==> src/rtl/uart_link_ctrl_if.sv <==
// Link bundle between the UART link controller and its peripherals.
// Carries the receiver handshake (rx_ready/rx_data/rx_ready_clr), the
// transmitter handshake (tx_data/tx_wr_en/tx_busy) and the published
// drive command (cmd_valid/cmd/arg/failsafe) plus error reporting
// (frame_err/err_count).
//   master : the link controller (consumes rx bytes, drives tx and command)
//   slave  : the UART receiver/transmitter and command consumer side
interface uart_link_ctrl_if;
    logic       rx_ready;
    logic [7:0] rx_data;
    logic       rx_ready_clr;
    logic [7:0] tx_data;
    logic       tx_wr_en;
    logic       tx_busy;
    logic       cmd_valid;
    logic [7:0] cmd;
    logic [7:0] arg;
    logic       failsafe;
    logic       frame_err;
    logic [7:0] err_count;

    modport master (
        input  rx_ready, rx_data, tx_busy,
        output rx_ready_clr, tx_data, tx_wr_en,
        output cmd_valid, cmd, arg, failsafe, frame_err, err_count
    );

    modport slave (
        output rx_ready, rx_data, tx_busy,
        input  rx_ready_clr, tx_data, tx_wr_en,
        input  cmd_valid, cmd, arg, failsafe, frame_err, err_count
    );
endinterface

==> src/rtl/uart_link_ctrl.sv <==
// Remote-control link sequencer for the car.
// Parses 4-byte frames {SYNC, CMD, ARG, CHK=CMD^ARG} from the UART receiver,
// publishes valid commands, answers ACK+CMD or NAK through the transmitter,
// and forces STOP_CMD when no valid frame arrives for WDOG_CYCLES.
// Ports:
//   clk_50m : system clock
//   clear   : asynchronous active-high reset
//   link    : uart_link_ctrl_if.master (rx/tx handshakes, command, errors)
module uart_link_ctrl #(
    parameter logic [7:0]  SYNC_BYTE    = 8'hAA,
    parameter logic [7:0]  ACK_BYTE     = 8'h06,
    parameter logic [7:0]  NAK_BYTE     = 8'h15,
    parameter logic [7:0]  STOP_CMD     = 8'h00,
    parameter int unsigned BYTE_TIMEOUT = 50000,
    parameter int unsigned WDOG_CYCLES  = 25000000
) (
    input logic            clk_50m,
    input logic            clear,
    uart_link_ctrl_if.master link
);
    localparam int unsigned TO_W = $clog2(BYTE_TIMEOUT + 1);
    localparam int unsigned WD_W = $clog2(WDOG_CYCLES + 1);

    typedef enum logic [2:0] {
        HUNT, GET_CMD, GET_ARG, GET_CHK, TX_LOAD, TX_HI, TX_LO
    } state_t;

    state_t state, state_nx;

    logic [TO_W-1:0] to_cnt;
    logic [WD_W-1:0] wd_cnt;
    logic [7:0]      cmd_b, arg_b;
    logic [7:0]      q0, q1;
    logic [1:0]      q_cnt;

    logic       rx_clr_q, wr_q, valid_q, err_q, failsafe_q;
    logic [7:0] tx_data_q, cmd_q, arg_q, err_cnt_q;

    logic in_get, accept, to_hit, chk_ok, chk_bad, wd_hit, load;

    // State register
    always_ff @(posedge clk_50m or posedge clear) begin
        if (clear) state <= HUNT;
        else       state <= state_nx;
    end

    // Next-state logic
    always_comb begin
        state_nx = state;
        case (state)
            HUNT:    if (accept && link.rx_data == SYNC_BYTE) state_nx = GET_CMD;
            GET_CMD: if (accept) state_nx = GET_ARG; else if (to_hit) state_nx = HUNT;
            GET_ARG: if (accept) state_nx = GET_CHK; else if (to_hit) state_nx = HUNT;
            GET_CHK: if (accept) state_nx = TX_LOAD; else if (to_hit) state_nx = HUNT;
            TX_LOAD: if (!link.tx_busy) state_nx = TX_HI;
            TX_HI:   if (link.tx_busy) state_nx = TX_LO;
            TX_LO:   if (!link.tx_busy) state_nx = (q_cnt != 2'd0) ? TX_LOAD : HUNT;
            default: state_nx = HUNT;
        endcase
    end

    // Output/event decode
    always_comb begin
        in_get  = (state == GET_CMD) || (state == GET_ARG) || (state == GET_CHK);
        // rx_clr_q still high means the byte just taken is still showing ready
        accept  = (in_get || state == HUNT) && link.rx_ready && !rx_clr_q;
        // a byte landing on the timeout cycle wins over the timeout
        to_hit  = in_get && !accept && (to_cnt == TO_W'(BYTE_TIMEOUT - 1));
        chk_ok  = (state == GET_CHK) && accept && (link.rx_data == (cmd_b ^ arg_b));
        chk_bad = (state == GET_CHK) && accept && (link.rx_data != (cmd_b ^ arg_b));
        wd_hit  = (wd_cnt == WD_W'(WDOG_CYCLES - 1));
        load    = (state == TX_LOAD) && !link.tx_busy;
    end

    // Datapath, pulses, counters
    always_ff @(posedge clk_50m or posedge clear) begin
        if (clear) begin
            rx_clr_q   <= 1'b0;
            wr_q       <= 1'b0;
            valid_q    <= 1'b0;
            err_q      <= 1'b0;
            failsafe_q <= 1'b1;
            tx_data_q  <= '0;
            cmd_q      <= STOP_CMD;
            arg_q      <= '0;
            err_cnt_q  <= '0;
            cmd_b      <= '0;
            arg_b      <= '0;
            q0         <= '0;
            q1         <= '0;
            q_cnt      <= '0;
            to_cnt     <= '0;
            wd_cnt     <= '0;
        end else begin
            rx_clr_q <= accept;
            wr_q     <= load;
            valid_q  <= chk_ok;
            err_q    <= chk_bad || to_hit;

            if ((chk_bad || to_hit) && err_cnt_q != 8'hFF)
                err_cnt_q <= err_cnt_q + 8'd1;

            if (accept && state == GET_CMD) cmd_b <= link.rx_data;
            if (accept && state == GET_ARG) arg_b <= link.rx_data;

            if (chk_ok) begin
                q0    <= ACK_BYTE;
                q1    <= cmd_b;
                q_cnt <= 2'd2;
            end else if (chk_bad) begin
                q0    <= NAK_BYTE;
                q_cnt <= 2'd1;
            end else if (load) begin
                tx_data_q <= q0;
                q0        <= q1;
                q_cnt     <= q_cnt - 2'd1;
            end

            if (in_get && !accept && !to_hit) to_cnt <= to_cnt + TO_W'(1);
            else                              to_cnt <= '0;

            if (chk_ok) begin
                wd_cnt     <= '0;
                failsafe_q <= 1'b0;
                cmd_q      <= cmd_b;
                arg_q      <= arg_b;
            end else begin
                if (wd_cnt != WD_W'(WDOG_CYCLES)) wd_cnt <= wd_cnt + WD_W'(1);
                if (wd_hit) begin
                    failsafe_q <= 1'b1;
                    cmd_q      <= STOP_CMD;
                    arg_q      <= '0;
                end
            end
        end
    end

    assign link.rx_ready_clr = rx_clr_q;
    assign link.tx_wr_en     = wr_q;
    assign link.tx_data      = tx_data_q;
    assign link.cmd_valid    = valid_q;
    assign link.cmd          = cmd_q;
    assign link.arg          = arg_q;
    assign link.failsafe     = failsafe_q;
    assign link.frame_err    = err_q;
    assign link.err_count    = err_cnt_q;
endmodule

==> src/flat_wrapper.sv <==
// flat-port wrapper written by rule: the top's interface ports become plain ports
module uart_link_ctrl_flat 
#(
    parameter logic [7:0]  SYNC_BYTE    = 8'hAA,
    parameter logic [7:0]  ACK_BYTE     = 8'h06,
    parameter logic [7:0]  NAK_BYTE     = 8'h15,
    parameter logic [7:0]  STOP_CMD     = 8'h00,
    parameter int unsigned BYTE_TIMEOUT = 50000,
    parameter int unsigned WDOG_CYCLES  = 25000000
)
  (clk_50m, clear, link_rx_ready, link_rx_data, link_tx_busy, link_rx_ready_clr, link_tx_data, link_tx_wr_en, link_cmd_valid, link_cmd, link_arg, link_failsafe, link_frame_err, link_err_count);
  uart_link_ctrl_if link_i ();
  input logic clk_50m;
  input logic clear;
  input wire logic [$bits(link_i.rx_ready)-1:0] link_rx_ready;
  input wire logic [$bits(link_i.rx_data)-1:0] link_rx_data;
  input wire logic [$bits(link_i.tx_busy)-1:0] link_tx_busy;
  output wire logic [$bits(link_i.rx_ready_clr)-1:0] link_rx_ready_clr;
  output wire logic [$bits(link_i.tx_data)-1:0] link_tx_data;
  output wire logic [$bits(link_i.tx_wr_en)-1:0] link_tx_wr_en;
  output wire logic [$bits(link_i.cmd_valid)-1:0] link_cmd_valid;
  output wire logic [$bits(link_i.cmd)-1:0] link_cmd;
  output wire logic [$bits(link_i.arg)-1:0] link_arg;
  output wire logic [$bits(link_i.failsafe)-1:0] link_failsafe;
  output wire logic [$bits(link_i.frame_err)-1:0] link_frame_err;
  output wire logic [$bits(link_i.err_count)-1:0] link_err_count;
  assign link_i.rx_ready = link_rx_ready;
  assign link_i.rx_data = link_rx_data;
  assign link_i.tx_busy = link_tx_busy;
  assign link_rx_ready_clr = link_i.rx_ready_clr;
  assign link_tx_data = link_i.tx_data;
  assign link_tx_wr_en = link_i.tx_wr_en;
  assign link_cmd_valid = link_i.cmd_valid;
  assign link_cmd = link_i.cmd;
  assign link_arg = link_i.arg;
  assign link_failsafe = link_i.failsafe;
  assign link_frame_err = link_i.frame_err;
  assign link_err_count = link_i.err_count;
  uart_link_ctrl #(.SYNC_BYTE(SYNC_BYTE), .ACK_BYTE(ACK_BYTE), .NAK_BYTE(NAK_BYTE), .STOP_CMD(STOP_CMD), .BYTE_TIMEOUT(BYTE_TIMEOUT), .WDOG_CYCLES(WDOG_CYCLES)) u_core (.clk_50m(clk_50m), .clear(clear), .link(link_i));
endmodule
==> config.mk <==
export PLATFORM = sky130hd
export DESIGN_NAME = uart_link_ctrl_flat
export DESIGN_NICKNAME = d
export VERILOG_FILES = /design/src/rtl/uart_link_ctrl_if.sv /design/src/rtl/uart_link_ctrl.sv /design/src/flat_wrapper.sv
export SDC_FILE = /design/constraint.sdc
export NUM_CORES = 1
export LEC_CHECK = 0
export CAP_MARGIN = 10
export CELL_PAD_IN_SITES_DETAIL_PLACEMENT = 1
export CELL_PAD_IN_SITES_GLOBAL_PLACEMENT = 2
export CORE_AREA = 2 2 123 125
export DETAILED_ROUTE_END_ITERATION = 10
export DIE_AREA = 0 0 125 127
export PLACE_DENSITY_LB_ADDON = 0.1
export SLEW_MARGIN = 10
export SYNTH_ARGS = -nofsm -noshare
export SYNTH_HDL_FRONTEND = slang
export SYNTH_SLANG_ARGS = --single-unit
export TNS_END_PERCENT = 20
==> constraint.sdc <==
create_clock -name clk_50m -period 4.36 [get_ports clk_50m]
set_input_delay 0.872 -clock clk_50m [delete_from_list [all_inputs] [get_ports clk_50m]]
set_output_delay 0.872 -clock clk_50m [all_outputs]
set_load 0.05 [all_outputs]
==> out/qor.csv <==
stage,metric,value,unit
status,status,completed,
synthesis,Synth Area in XOR/XNOR,9.152,%
worst_setup_path,R2R Setup Slk,1860,ps
cells_and_area,Layout Nets,550,
placement,dpl hpwl,8187,um
synthesis,Synth cell types,55,
timing,RSZ-0062 raised after global routing,false,
synthesis,dominant cell type by area after synthesis,dfrtp_1,
die,CORE AREA,14420,sq um
cells_and_area,Filler cells,1558,
worst_setup_path,startpoint types,input port,
timing,clk_skew,11.05,ps
cells_and_area,total area of sequential cells,2879,sq um
cts,Post-CTS Setup Bufs,0,
cells_and_area,Syn-to-layout area delta,23.43,%
detailed_routing,DR WL met3,359,um
detailed_routing,Met1 Wirelength,5687,um
synthesis,fraction of the mapped netlist area in compound gates,6.702,%
cts,H-Tree Depth,4,
detailed_routing,via count,3744,
power_and_ir_drop,total power,2550,uW
detailed_routing,top sig layer,met4,
die,die height,127,um
power_and_ir_drop,PwrDens,381.6,nW/um^2
synthesis,share of the synthesized area in the top cell type,52.69,%
synthesis,mux share of post-synthesis cell area,7.858,%
synthesis,synthesized flop and latch total,115,
detailed_routing,DR iter-0 viols,169,
worst_setup_path,CP startpoint,link_rx_ready,
timing,TNS Setup,0,ps
global_routing,initial antenna violation count,0,
synthesis,Synth async-reset ratio,100.0,%
timing,Fmax,0.3424,GHz
synthesis,Avg Synthesized Cell Area,11.23,sq um
synthesis,Syn Nets,499,
power_and_ir_drop,Leak,0.002979,uW
worst_setup_path,Critical Path AT,3220,ps
min_path,type of the tightest min-delay check,reg2reg,
cts,CTS sink count,115,
detailed_routing,DR vias/cell,5.129,
cts,CTS tree,yes,
detailed_routing,wire length on met2,5852,um
worst_setup_path,Reg-to-Reg Start,u_core.state[2]$_DFFE_PP0P_,
detailed_routing,detailed-route wire length,12060,um
cts,Clk Tree Root Cell,clkbuf_16,
die,initial core utilization,37.53,%
timing,hold slack,447.5,ps
global_routing,first-pass GRT wire length,20780,um
worst_setup_path,required time of the critical path,4660,ps
die,Die ar.,15880,sq um
timing,worst-margin pin slew,999.9,ps
synthesis,simple-gate share of the synthesized area,18.97,%
detailed_routing,DRC Markers,0,
timing,Final Cycle Share,66.99,%
global_routing,GR Util All Layers,16.44,%
placement,GP Congestion,0.7389,
worst_setup_path,crit end category,flip-flop,
timing,minimum clock period,2921,ps
cts,Max Root-Sink Buffers,2,
placement,area of placed instances,6078,sq um
cells_and_area,Multi-input gate area,2386,sq um
global_routing,GRT Residual Overflow,0,
worst_setup_path,crit path max fanout,18,
cts,post-CTS sizing,0,
synthesis,cell count after synthesis,482,
detailed_routing,WL/cell,16.52,um
synthesis,Mapped Area,5414,sq um
cells_and_area,design area,6683,sq um
cells_and_area,# diodes,0,
timing,Final Setup Violations,0,
synthesis,YS warnings,0,
cts,Worst-path clk slew,50,ps
worst_setup_path,RR Endpoint,u_core.link.cmd[7]$_DFFE_PP0P_,
synthesis,Synth Area in Adders,1.156,%
die,Site Rows,44,
die,Die Width,125,um
detailed_routing,Pre-Repair DR Iteration Count,4,
worst_setup_path,crit path capture,u_core.link.cmd[7]$_DFFE_PP0P_,
timing,Final Slew Violations,0,
synthesis,top post-synthesis cells by area,"dfrtp_1 (53%), mux2_2 (7.5%), nand2_1 (3.6%)",
timing,"Hold Vio Cnt, Final",0,
detailed_routing,Post-DRT Antenna Nets,0,
worst_setup_path,Worst Reg-to-Reg Cells,5,
die,I/O pin count,49,
cts,Inserted Clock Buffers,17,
power_and_ir_drop,worst vdd ir,0.0002403,V
synthesis,ys flop type,dfrtp_1,
timing,slew margin rel.,33.13,%
cts,Clock Latency Late Sink,420,ps
placement,# port buffers,48,
cts,Hold Buf Count CTS,0,
worst_setup_path,Setup CP Type,in2reg,
cells_and_area,share of cells above drive strength 1,16.12,%
job,Max Cap Viol,0,
synthesis,main combinational cell family by area after synthesis,simple AND/OR/NAND/NOR gates,
synthesis,"Seq/Total Area, Yosys",53.18,%
global_routing,vias in the first global route,4052,
global_routing,largest net degree at the start of global routing,60,
synthesis,Post-synth EDFFs,0,
-- per-stage QoR --
| stage | worst slack, ps | cells | util, % |
|---|---|---|---|
| after floorplan | 445.6 | 482 | - |
| after global placement | 1092 | 698 | 42.14 |
| after detailed placement | 988.0 | 698 | 42.14 |
| after CTS | 1423 | 730 | 46.33 |
| after global routing | 1222 | 730 | 46.33 |
| final | 1439 | 730 | 46.33 |
-- cell usage in the layout (no fill, tap or decap), types with 3 or more instances in the layout --
cell	count
dfrtp_1	114
nand2_1	52
clkdlybuf4s50_1	48
nor2_1	45
mux2_2	36
o21ai_0	22
xor2_1	19
xnor2_1	17
clkbuf_16	17
nand3_1	16
inv_1	15
a21oi_1	13
nand4_1	10
xnor3_1	8
nor3_1	8
and3_1	8
or3_1	8
a22o_1	8
nor4_1	5
ha_1	5
clkinv_2	5
nand2b_1	4
and2_1	4
and4_1	4
a21o_1	3
clkbuf_8	3
bufinv_16	3
-- per-layer routing --
layer	vias to the layer above	track usage [%]
met2	50	26.18
met3	12	4.104
li1	1785	-
met1	1897	22.01
met5	-	0
met4	0	5.882
-- cell usage after synthesis, drive strengths merged (2+ instances only) --
library cell / instances
nand3: 18
a211oi: 3
mux2: 36
or4bb: 2
nor2b: 2
nor2: 45
or3: 8
mux2i: 2
buf: 11
xnor3: 8
a21boi: 2
ha: 5
o21ai: 23
xor2: 19
nor4: 7
a21o: 3
a21oi: 15
or4: 2
or2: 2
dfrtp: 114
and4: 4
and2: 4
nand2b: 4
a22o: 8
nor3: 12
clkbuf: 7
nand2: 52
inv: 16
and3: 9
xnor2: 17
nor4bb: 2
nand4: 11
-- final cells by class --
type	count	share of cell area, %
clock buffer	22	7.096
inverter	16	0.9362
clock inverter	10	1.947
sequential	115	43.08
multi-input combinational	333	35.70
timing repair buffer	50	7.789
tap	184	3.445
-- where the power goes --
part           total (uW)  leakage, uW  internal (uW)  switching [uW]
Sequential           1080      0.00154           1070            3.74
Clock                1410     0.000296            938             477
Combinational        61.1      0.00115           22.3            38.7
Total                2550      0.00298           2030             519
-- sequential cells by signal, summed over array words and instances, names as in the netlist --
register / count
u_core.to_cnt: 16
u_core.q1: 8
u_core.link.rx_ready_clr: 1
u_core.link.tx_wr_en: 1
u_core.link.tx_data: 8
u_core.q_cnt: 2
u_core.state: 3
u_core.wd_cnt: 25
u_core.link.failsafe: 1
u_core.link.arg: 8
u_core.arg_b: 8
u_core.link.frame_err: 1
u_core.cmd_b: 8
u_core.q0: 8
u_core.link.cmd_valid: 1
u_core.link.cmd: 8
u_core.link.err_count: 8
-- logic make-up (layout without fill, tap and decap cells) --
kind of cell / after synthesis / count (layout)
adder cells (fa/ha/maj): 5 / 5
flip-flops: 115 / 115
XOR/XNOR: 44 / 44
multiplexers: 38 / 38
buffers and inverters: 34 / 98
AND/OR/NAND/NOR: 189 / 189
AO/OA/AOI/OAI: 57 / 57
-- critical path, stage by stage --
cell and delay, ps:
clkdlybuf4s50_1 470, nor3b_4 280, nand3_2 250, nor3_4 740
a21oi_1 320, a22o_1 280
-- worst min-delay path by stage --
stage,start,end,cells after the start
2_1_floorplan,u_core.to_cnt[0]$_DFF_PP0_,u_core.to_cnt[0]$_DFF_PP0_,1
3_3_place_gp,u_core.to_cnt[0]$_DFF_PP0_,u_core.to_cnt[0]$_DFF_PP0_,1
3_5_place_dp,u_core.to_cnt[0]$_DFF_PP0_,u_core.to_cnt[0]$_DFF_PP0_,1
4_1_cts,u_core.to_cnt[0]$_DFF_PP0_,u_core.to_cnt[0]$_DFF_PP0_,1
5_1_grt,u_core.to_cnt[0]$_DFF_PP0_,u_core.to_cnt[0]$_DFF_PP0_,1
6_report,u_core.to_cnt[0]$_DFF_PP0_,u_core.to_cnt[0]$_DFF_PP0_,1
No activity file was read; power rests on OpenSTA's default activity.
